**config.mk**
```make
export PLATFORM = sky130hd
export DESIGN_NAME = btn_debounce_event
export DESIGN_NICKNAME = d
export VERILOG_FILES = /design/src/rtl/btn_debounce_event.sv
export SDC_FILE = /design/constraint.sdc
export NUM_CORES = 1
export LEC_CHECK = 0
export ABC_CLOCK_PERIOD_IN_PS = 3450
export BUFFER_PORTS_ARGS = -buffer_cell sky130_fd_sc_hd__buf_2
export CAP_MARGIN = 20
export CORE_MARGIN = 3
export CORE_UTILIZATION = 35
export CTS_BUF_LIST = sky130_fd_sc_hd__clkbuf_4
export CTS_CLUSTER_SIZE = 24
export DETAILED_ROUTE_END_ITERATION = 10
export GPL_ROUTABILITY_DRIVEN = 0
export PLACE_DENSITY = 0.48
export SLEW_MARGIN = 20
export SYNTH_ARGS = -nofsm -noshare
export SYNTH_HDL_FRONTEND = slang
export SYNTH_SLANG_ARGS = --single-unit
```
**constraint.sdc**
```tcl
create_clock -name clk -period 3.45 [get_ports clk]
set_input_delay 0.69 -clock clk [delete_from_list [all_inputs] [get_ports clk]]
set_output_delay 0.69 -clock clk [all_outputs]
set_load 0.03 [all_outputs]
```
**src/rtl/btn_debounce_event.sv**
```systemverilog
// btn_debounce_event: synchronizes and debounces a push-button, emitting press/release/long-hold events and a press count
module btn_debounce_event #(
    parameter int DEBOUNCE_CYCLES = 200,
    parameter int LONG_CYCLES     = 2000
) (
    input  logic       clk,
    input  logic       reset,
    input  logic       btn,
    output logic       btn_level,
    output logic       press_pulse,
    output logic       release_pulse,
    output logic       long_pulse,
    output logic [7:0] press_count
);
    typedef enum logic [1:0] {IDLE, QUAL_PRESS, HELD, QUAL_RELEASE} state_t;

    localparam logic [15:0] QLAST = 16'(DEBOUNCE_CYCLES - 1);
    localparam logic [15:0] HLAST = 16'(LONG_CYCLES - 1);

    state_t      state, state_n;
    logic        sync1, btn_s;
    logic [15:0] qcnt, qcnt_n, hcnt, hcnt_n;
    logic        long_done, long_done_n;
    logic        level_n, press_n, release_n, long_n;
    logic [7:0]  count_n;

    // two-flop synchronizer; only btn_s is used downstream
    always_ff @(posedge clk or posedge reset) begin
        if (reset) begin
            sync1 <= 1'b0;
            btn_s <= 1'b0;
        end else begin
            sync1 <= btn;
            btn_s <= sync1;
        end
    end

    // state, counters and registered outputs
    always_ff @(posedge clk or posedge reset) begin
        if (reset) begin
            state         <= IDLE;
            qcnt          <= '0;
            hcnt          <= '0;
            long_done     <= 1'b0;
            btn_level     <= 1'b0;
            press_pulse   <= 1'b0;
            release_pulse <= 1'b0;
            long_pulse    <= 1'b0;
            press_count   <= '0;
        end else begin
            state         <= state_n;
            qcnt          <= qcnt_n;
            hcnt          <= hcnt_n;
            long_done     <= long_done_n;
            btn_level     <= level_n;
            press_pulse   <= press_n;
            release_pulse <= release_n;
            long_pulse    <= long_n;
            press_count   <= count_n;
        end
    end

    // next-state logic; the hold counter pauses during release qualification so a bounce does not restart long-press timing
    always_comb begin
        state_n     = state;
        qcnt_n      = qcnt;
        hcnt_n      = hcnt;
        long_done_n = long_done;
        level_n     = btn_level;
        press_n     = 1'b0;
        release_n   = 1'b0;
        long_n      = 1'b0;
        count_n     = press_count;
        case (state)
            IDLE: begin
                if (btn_s) begin
                    state_n = QUAL_PRESS;
                    qcnt_n  = 16'd1;
                end
            end
            QUAL_PRESS: begin
                if (!btn_s) begin
                    state_n = IDLE;
                    qcnt_n  = '0;
                end else if (qcnt == QLAST) begin
                    state_n = HELD;
                    qcnt_n  = '0;
                    hcnt_n  = '0;
                    level_n = 1'b1;
                    press_n = 1'b1;
                    count_n = press_count + 8'd1;
                end else begin
                    qcnt_n = qcnt + 16'd1;
                end
            end
            HELD: begin
                if (!btn_s) begin
                    state_n = QUAL_RELEASE;
                    qcnt_n  = 16'd1;
                end else if (!long_done) begin
                    if (hcnt == HLAST) begin
                        long_n      = 1'b1;
                        long_done_n = 1'b1;
                    end else begin
                        hcnt_n = hcnt + 16'd1;
                    end
                end
            end
            QUAL_RELEASE: begin
                if (btn_s) begin
                    state_n = HELD;
                    qcnt_n  = '0;
                end else if (qcnt == QLAST) begin
                    state_n     = IDLE;
                    qcnt_n      = '0;
                    hcnt_n      = '0;
                    long_done_n = 1'b0;
                    level_n     = 1'b0;
                    release_n   = 1'b1;
                end else begin
                    qcnt_n = qcnt + 16'd1;
                end
            end
            default: state_n = IDLE;
        endcase
    end
endmodule

```
# Word-level counts from Yosys, hierarchy flattened
# Index checks and enable logic that the tools add are counted.
# totals
elab_cells	77
romBits	0
in_bits	3
latch_bits	0
ramBits	0
out_inout_bits	12
regBits	49
n_memories	0
# classes
n_reduce_logical	10
n_lt_le_gt_ge	0
n_shift	0
mul	0
n_mux	37
n_eq_ne	16
n_div	0
n_bitwise	0
add_sub_neg	3
# ops
cell	n
$mux W16	11
$pmux W16 S4	1
$pmux W16 S3	1
$add A16 B1 Y16 const B	2
$ne A2 B2 Y1 const B	9
$eq A16 B11 Y1 const B	1
$eq A16 B8 Y1 const B	1
$mux W1	15
$mux W2	6
$add A8 B1 Y8 const B	1
$pmux W2 S4	1
$reduce_and A4 Y1	2
$ne A3 B3 Y1 const B	2
$reduce_and A6 Y1	1
$reduce_and A5 Y1	1
$eq A2 B2 Y1 const B	2
$pmux W1 S2	2
$reduce_bool A2 Y1	2
$reduce_and A3 Y1	1
$reduce_bool A3 Y1	1
$eq A2 B1 Y1 const B	1
$logic_not A2 Y1	1
$reduce_and A2 Y1	1

# Depth between registers and ports, before layout
# Gate-level depths: netlist (run 1).
# depth
word_depth	5
ltp_mapped	8
depth_no_buf	6

# Least setup slack after synthesis (run 1)
# No wires, ideal clock.
# synth_timing
path_kind	flip-flop to flip-flop
start	reg qcnt[0]
end	reg qcnt[3]
t_required_ps	3373
arrival_time_ps	1857
path_stages_with_launch	9
path_slack_ps	1516
n_path_buf	2
synth_period_minus_slack_ps	1934
cell_sequence	dfrtp_1 ha_1 and4b_1 and4_4 buf_6 or2_1 buf_2 or3_1 o21ai_1
# synth_between
elab_chain_len	4
word_cells_on_any_way	6
classes_between	add/sub (1); eq/ne (1); mux (4)
# synth_rtl
element	line_no	text
from (decl)	22	logic [15:0] qcnt, qcnt_n, hcnt, hcnt_n;
from (signal assigned)	52	qcnt <= qcnt_n;
$add A16 B1 Y16 / $eq A16 B8 Y1 (equally long branches)	n/a	
$mux W16 *	85, 113	
$mux W16, on equally long branches	110, 82	
$pmux W16 S4 *	74	case (state)
# Every way passes the cells marked *; elsewhere a longest branch is shown, timed or not.
# A chain may end at the register's enable or synchronous reset.

# Worst setup path in the final report (run 1)
# layout_timing
start	reg qcnt[0]
end	reg qcnt[11]
# Same word-level chain as after synthesis.

==> results.sh, run 1 <==
export IMPL_hold_path_class="primary input to asynchronous set/reset pin"
export IMPL_synth_top_area_share=0.492
export IMPL_regToRegSetupSlack_ns=1.35
export IMPL_tritoncts_num_buffers=5
export IMPL_drt_wirelength_um=5210
export IMPL_final_min_period_over_clock_period=0.610
export IMPL_finalPower_w=0.00114
export IMPL_maxSlewHeadroom=0.585
export IMPL_synth_top_cells_by_area="sky130_fd_sc_hd__dfrtp_1 49%, sky130_fd_sc_hd__xor2_1 4.6%, sky130_fd_sc_hd__nor2_1 3.9%"
export IMPL_final_nets=279
export IMPL_post_detailed_route_wirelength_per_cell_um=14.1
export IMPL_yosysUniqueCellTypes=47
export IMPL_route_detailed_vias_per_inst=5.12
export IMPL_tritoncts="built"
export IMPL_drt_pass1_iter_count=4
export IMPL_final_min_period_ns=2.10
export IMPL_crit_path_start_kind="register"
export IMPL_max_cap_violations=0
export IMPL_dr_first_iter_drc_count=64
export IMPL_synth_seq_area_share=0.492
export IMPL_asyncSetResetFlopFracSynth=1.00
export IMPL_row_count=30
export IMPL_synth_edff_count=0
export IMPL_yosysWarningCount=0
export IMPL_antenna_cells_inserted=0
export IMPL_routed_via_count=1889
export IMPL_cts_htree_levels=2
export IMPL_hold_violations_final=0
export IMPL_number_of_slew_limit_violations_in_the_final_report=0
export IMPL_clk_transition_reported_paths_ns=0.15
export IMPL_worst_slew_pin_slew_ns=0.622
export IMPL_synth_ff_latch_count=49
export IMPL_vias_in_the_first_global_route=1824
export IMPL_number_of_instances_in_the_synthesized_netlist=257
export IMPL_synth_net_count=263
export IMPL_dieArea_sq_um=8170
export IMPL_global_route_wire_length_before_repair_um=9090
export IMPL_initial_standard_cell_utilization_of_the_core=0.363
export IMPL_fmaxAchievable_mhz=475
export IMPL_grtUsageTotal=0.137
export IMPL_port_buf_inserts=14
export IMPL_globalRouteOverflowTotal=0
export IMPL_setup_viol_count_final=0
export IMPL_number_of_buffers_on_the_longest_clock_path=2
export IMPL_r2r_start="qcnt[0]$_DFFE_PP0P_"
export IMPL_drive_gt1_frac=0.121
export IMPL_flow_area_growth_from_synthesis_pct=9.83
export IMPL_post_cts_resize_count=0
export IMPL_timing_critical_path_fanout_max=15
export IMPL_pin_count_of_the_biggest_net_entering_global_routing=29
export IMPL_io_pin_count=15
export IMPL_antenna_found_initial=0
export IMPL_half_perimeter_wire_length_after_detailed_placement_um=3720
export IMPL_unrepaired_setup_endpoints_after_global_routing="false"
export IMPL_syn_cell_area_sq_um=2490
export IMPL_cts_hold_buffers=0
export IMPL_leakagePower_nw=1.23
export IMPL_worstReg2RegEnd="qcnt[11]$_DFFE_PP0P_"
export IMPL_root_buffer="sky130_fd_sc_hd__clkbuf_4"
export IMPL_synth_main_ff_cell="sky130_fd_sc_hd__dfrtp_1"
export IMPL_fin_tns_setup_ns=0
export IMPL_die_x_um=90.4
export IMPL_layout_filler_cells=712
export IMPL_timing_setup_critical_path_class="register to register"
export IMPL_synth_commonest_cells="49 x sky130_fd_sc_hd__dfrtp_1, 26 x sky130_fd_sc_hd__nor2_1, 20 x sky130_fd_sc_hd__nand2_1"
export IMPL_clk_latency_ns=0.38
export IMPL_cts_sinks=49
export IMPL_power_ir_vdd_worst_uv=270
export IMPL_final_setup_skew_ns=0.0259
export IMPL_register_to_register_path_depth=7
export IMPL_post_cts_setup_buffer_count=0
export IMPL_power_density_nw_per_um2=418
export IMPL_post_route_drc_count=0
export IMPL_yosysMostFrequentCell="sky130_fd_sc_hd__dfrtp_1"
export IMPL_vert_die_dim_um=90.4
export IMPL_syn_mean_instance_area_sq_um=9.70
export IMPL_crit_required_ns=3.74
export IMPL_cp_arrival_ns=2.40
export IMPL_synth_largest_area_cell="sky130_fd_sc_hd__dfrtp_1"
export IMPL_outcome="completed"
export IMPL_setup_worst_path_end_class="register"
export IMPL_antenna_violating_nets_post_route=0
export IMPL_core_area_sq_um=6870
## metal layers
| metal | up-vias | GRT usage | part of all wire |
|---|---|---|---|
| li1 | 948 | - | - |
| met1 | 916 | 0.202 | 0.53 |
| met2 | 20 | 0.196 | 0.43 |
| met3 | 5 | 0.0367 | 0.029 |
| met4 | 0 | 0.0383 | 0.011 |
| met5 | - | 0 | 0 |
## layout by cell type (no fill, tap or decap), types with 2 or more instances in the layout
cell type / n
sky130_fd_sc_hd__or2_1: 2
sky130_fd_sc_hd__xor2_1: 13
sky130_fd_sc_hd__and3_1: 3
sky130_fd_sc_hd__a31oi_1: 10
sky130_fd_sc_hd__clkbuf_4: 5
sky130_fd_sc_hd__nor4_1: 3
sky130_fd_sc_hd__nor2_1: 26
sky130_fd_sc_hd__nand3_1: 19
sky130_fd_sc_hd__nor3_1: 12
sky130_fd_sc_hd__inv_1: 7
sky130_fd_sc_hd__mux2_1: 4
sky130_fd_sc_hd__and2b_1: 2
sky130_fd_sc_hd__dfrtp_1: 49
sky130_fd_sc_hd__nand4_1: 9
sky130_fd_sc_hd__nand2b_1: 2
sky130_fd_sc_hd__nor3b_1: 2
sky130_fd_sc_hd__buf_2: 14
sky130_fd_sc_hd__or3_1: 6
sky130_fd_sc_hd__nor4b_1: 2
sky130_fd_sc_hd__nand2_1: 20
sky130_fd_sc_hd__o21ai_1: 8
sky130_fd_sc_hd__mux2i_1: 2
sky130_fd_sc_hd__buf_4: 4
sky130_fd_sc_hd__xnor2_1: 8
sky130_fd_sc_hd__a21oi_1: 13
sky130_fd_sc_hd__ha_1: 3
sky130_fd_sc_hd__nor4_2: 3
## cell families (layout without fill, tap and decap cells)
group	Yosys count	count (layout)	synth area share
xor gates and xnor gates	21	21	0.0738
muxes	6	6	0.0261
DFF	49	49	0.492
buffers and inverters	18	34	0.0326
AOI/OAI and AO/OA	38	38	0.0923
adders and majority gates	3	3	0.0151
and+or+nand+nor	122	122	0.268
## power by group
part           total, W  switching, W  internal [W]
combinational  0.000166      0.000101     0.0000649
clock          0.000330      0.000182      0.000148
sequential     0.000648     0.0000503      0.000598
total           0.00114      0.000333      0.000810
## flip-flops by register name (all words and copies together), names as in the netlist, named ones only
signal and flops:
long_pulse 1, long_done 1, sync1 1, state 1, release_pulse 1, hcnt 16
btn_level 1, press_pulse 1, qcnt 16, press_count 8, btn_s 1
## how the worst max path moves through the flow
stage | from | slack, ns | endpoint | cells after the start
after global routing | qcnt[0]$_DFFE_PP0P_ | 1.14 | qcnt[11]$_DFFE_PP0P_ | 7
after floorplan | qcnt[0]$_DFFE_PP0P_ | 1.52 | qcnt[3]$_DFFE_PP0P_ | 8
after CTS | state[0]$_DFFE_PP0P_ | 1.32 | hcnt[15]$_DFFE_PP0P_ | 5
after detailed placement | state[0]$_DFFE_PP0P_ | 1.33 | hcnt[15]$_DFFE_PP0P_ | 5
final | qcnt[0]$_DFFE_PP0P_ | 1.35 | qcnt[11]$_DFFE_PP0P_ | 7
after global placement | state[0]$_DFFE_PP0P_ | 1.34 | hcnt[15]$_DFFE_PP0P_ | 5
## worst max-delay path: stages (launching register included)
cell and delay (ns):
sky130_fd_sc_hd__dfrtp_1 0.44, sky130_fd_sc_hd__ha_1 0.28, sky130_fd_sc_hd__and4b_1 0.23, sky130_fd_sc_hd__and4_4 0.20, sky130_fd_sc_hd__nor2_1 0.33, sky130_fd_sc_hd__buf_4 0.28, sky130_fd_sc_hd__a41oi_1 0.13, sky130_fd_sc_hd__a31oi_1 0.15
## metrics by stage
step            util  instance area, sq um  hold slack (ns)  instances  setup WS, ns
2_1_floorplan      -                  2490            0.331        257          1.52
3_3_place_gp   0.388                  2670            0.357        362          1.34
3_5_place_dp   0.388                  2670            0.356        362          1.33
4_1_cts        0.399                  2740            0.375        369          1.32
5_1_grt        0.399                  2740            0.384        369          1.14
6_report       0.399                  2740            0.366        369          1.35
## final cells by class
type / count / area (sq um) / share of cell area
flip-flops and latches: 49 / 1230 / 0.448
multi-input cells: 190 / 1190 / 0.433
well taps: 96 / 120 / 0.0439
repair buffers: 18 / 100 / 0.0365
clock buffers: 5 / 37.5 / 0.0137
clock inverters: 2 / 35.0 / 0.0128
inverters: 9 / 33.8 / 0.0123
Note: power is estimated with default switching activity, not from simulation.
==> run 2: changes to the inputs <==
--- a/config.mk
+++ b/config.mk
@@ -5,7 +5,7 @@
 export SDC_FILE = /design/constraint.sdc
 export NUM_CORES = 1
 export LEC_CHECK = 0
-export ABC_CLOCK_PERIOD_IN_PS = 3450
+export ABC_CLOCK_PERIOD_IN_PS = 2009
 export BUFFER_PORTS_ARGS = -buffer_cell sky130_fd_sc_hd__buf_2
 export CAP_MARGIN = 20
 export CORE_MARGIN = 3
==> constraint.sdc (replaced) <==
create_clock -name clk -period 2.01 [get_ports clk]
set_input_delay 0.402 -clock clk [delete_from_list [all_inputs] [get_ports clk]]
set_output_delay 0.402 -clock clk [all_outputs]
set_load 0.03 [all_outputs]
==> run 2 against run 1 <==
Effect of this change:
- clock-buffer cell count did not move
- clock skew barely moved
- routed wire length rose by 4.3%
- critical path type unchanged
- via count rose by 3.5%
- critical path depth fell by 2
- sequential share of layout area fell by 1.6 points
- power rose by 67%
- largest cell class unchanged
- non-clock buffer count rose by 13
- clock power rose by 36%
- design area rose by 3.8%
- maximum frequency rose by 11%
- core utilization rose by 1.5 points
==> results.sh, run 2 (synthesis gave the netlist of run 1 again) <==
export IMPL_outcome="completed"
export IMPL_hold_path_class="primary input to asynchronous set/reset pin"
export IMPL_die_x_um=90.4
export IMPL_layoutNonFillerInstCount=382
export IMPL_row_count=30
export IMPL_cpPeakStageDelay_ns=0.53
export IMPL_vias_in_the_first_global_route=1930
export IMPL_leakagePower_nw=1.29
export IMPL_fmaxAchievable_mhz=526
export IMPL_unrepaired_setup_endpoints_after_global_routing="false"
export IMPL_global_route_wire_length_before_repair_um=9790
export IMPL_antenna_cells_inserted=0
export IMPL_dieArea_sq_um=8170
export IMPL_hold_violations_final=0
export IMPL_power_ir_vdd_worst_uv=315
export IMPL_final_min_period_over_clock_period=0.946
export IMPL_clk_transition_reported_paths_ns=0.15
export IMPL_flow_area_growth_from_synthesis_pct=14.0
export IMPL_post_cts_resize_count=0
export IMPL_number_of_slew_limit_violations_in_the_final_report=0
export IMPL_routed_via_count=1955
export IMPL_setup_worst_path_end_class="register"
export IMPL_setup_viol_count_final=0
export IMPL_cp_cell_sequence="or4_1 > nor2_2 > nand3_1 > o22ai_2 > mux2_1"
export IMPL_final_nets=292
export IMPL_antenna_found_initial=0
export IMPL_core_area_sq_um=6870
export IMPL_globalRouteOverflowTotal=0
export IMPL_crit_path_top_delay_cell="sky130_fd_sc_hd__or4_1"
export IMPL_crit_path_start_kind="register"
export IMPL_grtUsageTotal=0.144
export IMPL_fin_tns_setup_ns=0
export IMPL_drt_wirelength_um=5440
export IMPL_route_detailed_vias_per_inst=5.12
export IMPL_io_pin_count=15
export IMPL_initial_standard_cell_utilization_of_the_core=0.363
export IMPL_most_common_layout_cells="49 x sky130_fd_sc_hd__dfrtp_1, 25 x sky130_fd_sc_hd__nor2_1, 20 x sky130_fd_sc_hd__nand2_1"
export IMPL_cts_hold_buffers=0
export IMPL_final_common_cell="sky130_fd_sc_hd__dfrtp_1"
export IMPL_port_buf_inserts=14
export IMPL_cts_sinks=49
export IMPL_power_density_nw_per_um2=671
export IMPL_timing_critical_path_fanout_max=3
export IMPL_cp_arrival_ns=2.17
export IMPL_final_min_period_ns=1.90
export IMPL_final_setup_skew_ns=0.0257
export IMPL_largestRegisters="hcnt (16), qcnt (16), press_count (8)"
export IMPL_tritoncts_num_buffers=5
export IMPL_cts_htree_levels=2
export IMPL_vert_die_dim_um=90.4
export IMPL_crit_required_ns=2.28
export IMPL_drive_gt1_frac=0.164
export IMPL_antenna_violating_nets_post_route=0
export IMPL_placed_cells_incl_taps=375
export IMPL_number_of_buffers_on_the_longest_clock_path=2
export IMPL_clk_latency_ns=0.37
export IMPL_fin_area_sq_um=2840
export IMPL_tritoncts="built"
export IMPL_dr_first_iter_drc_count=80
export IMPL_post_detailed_route_wirelength_per_cell_um=14.2
export IMPL_timing_setup_critical_path_class="register to register"
export IMPL_pin_count_of_the_biggest_net_entering_global_routing=50
export IMPL_post_cts_setup_buffer_count=0
export IMPL_half_perimeter_wire_length_after_detailed_placement_um=3810
export IMPL_root_buffer="sky130_fd_sc_hd__clkbuf_4"
export IMPL_max_cap_violations=0
export IMPL_dpl_instance_area_sq_um=2790
export IMPL_maxSlewHeadroom=0.673
export IMPL_post_route_drc_count=0
export IMPL_finalCoreUtilization=0.414
export IMPL_worst_slew_pin_slew_ns=0.486
export IMPL_drt_pass1_iter_count=4
==> run 2: cell types whose count changed in the layout (fill, tap and decap cells not counted), sizes merged <==
cell	delta
clkinvlp	+1
bufinv	-1
buf	+13
==> run 2: critical path: cells and delay by family (launching register included) <==
| kind | cells | cell delay, ns |
|---|---|---|
| simple gates | 3 | 0.82 |
| mux | 1 | 0.35 |
| compound gates | 1 | 0.20 |
| flops | 1 | 0.43 |
==> run 2: layer usage <==
layer  global-route usage  up-vias  share of wire
met5                    0        -              0
met4               0.0344        0          0.011
met3               0.0308        6          0.032
met2                0.225       30           0.46
met1                0.206      946           0.50
li1                     -      973              -
==> run 2: path summary, 6_finish.rpt <==
path,from,end,slack [ns],cells after the start
hold / removal,reset,hcnt[7]$_DFFE_PP0P_,0.04,3
setup / recovery,qcnt[9]$_DFFE_PP0P_,hcnt[0]$_DFFE_PP0P_,0.11,5
max in group asynchronous,reset,hcnt[15]$_DFFE_PP0P_,1.71,3
min in group clk,btn,sync1$_DFF_PP0_,0.14,1
setup reg to reg,qcnt[9]$_DFFE_PP0P_,hcnt[0]$_DFFE_PP0P_,0.11,5
hold reg to reg,sync1$_DFF_PP0_,btn_s$_DFF_PP0_,0.37,0
==> run 2: layout make-up <==
type / instances / area, sq um
Clock buffer: 5 / 37.5
Clock inverter: 2 / 11.3
Fill cell: 707 / 4030
Inverter: 9 / 33.8
Multi-Input combinational cell: 190 / 1190
Sequential cell: 49 / 1230
Tap cell: 96 / 120
Timing Repair Buffer: 31 / 223
==> run 2: where the power goes <==
group	switching (W)	total, W	internal, W
Clock	0.000321	0.000448	0.000127
Sequential	0.0000628	0.00109	0.00103
Combinational	0.000211	0.000370	0.000158
Total	0.000596	0.00191	0.00131
==> run 2: through the flow <==
stage / power [W] / setup WS [ns] / hold slack (ns)
2_1_floorplan: 0.00134 / 0.0764 / 0.331
3_3_place_gp: 0.00147 / 0.162 / 0.338
3_5_place_dp: 0.00147 / 0.102 / 0.346
4_1_cts: 0.00193 / 0.0671 / 0.0514
5_1_grt: 0.00204 / 0.00337 / 0.0339
6_report: 0.00191 / 0.108 / 0.0416
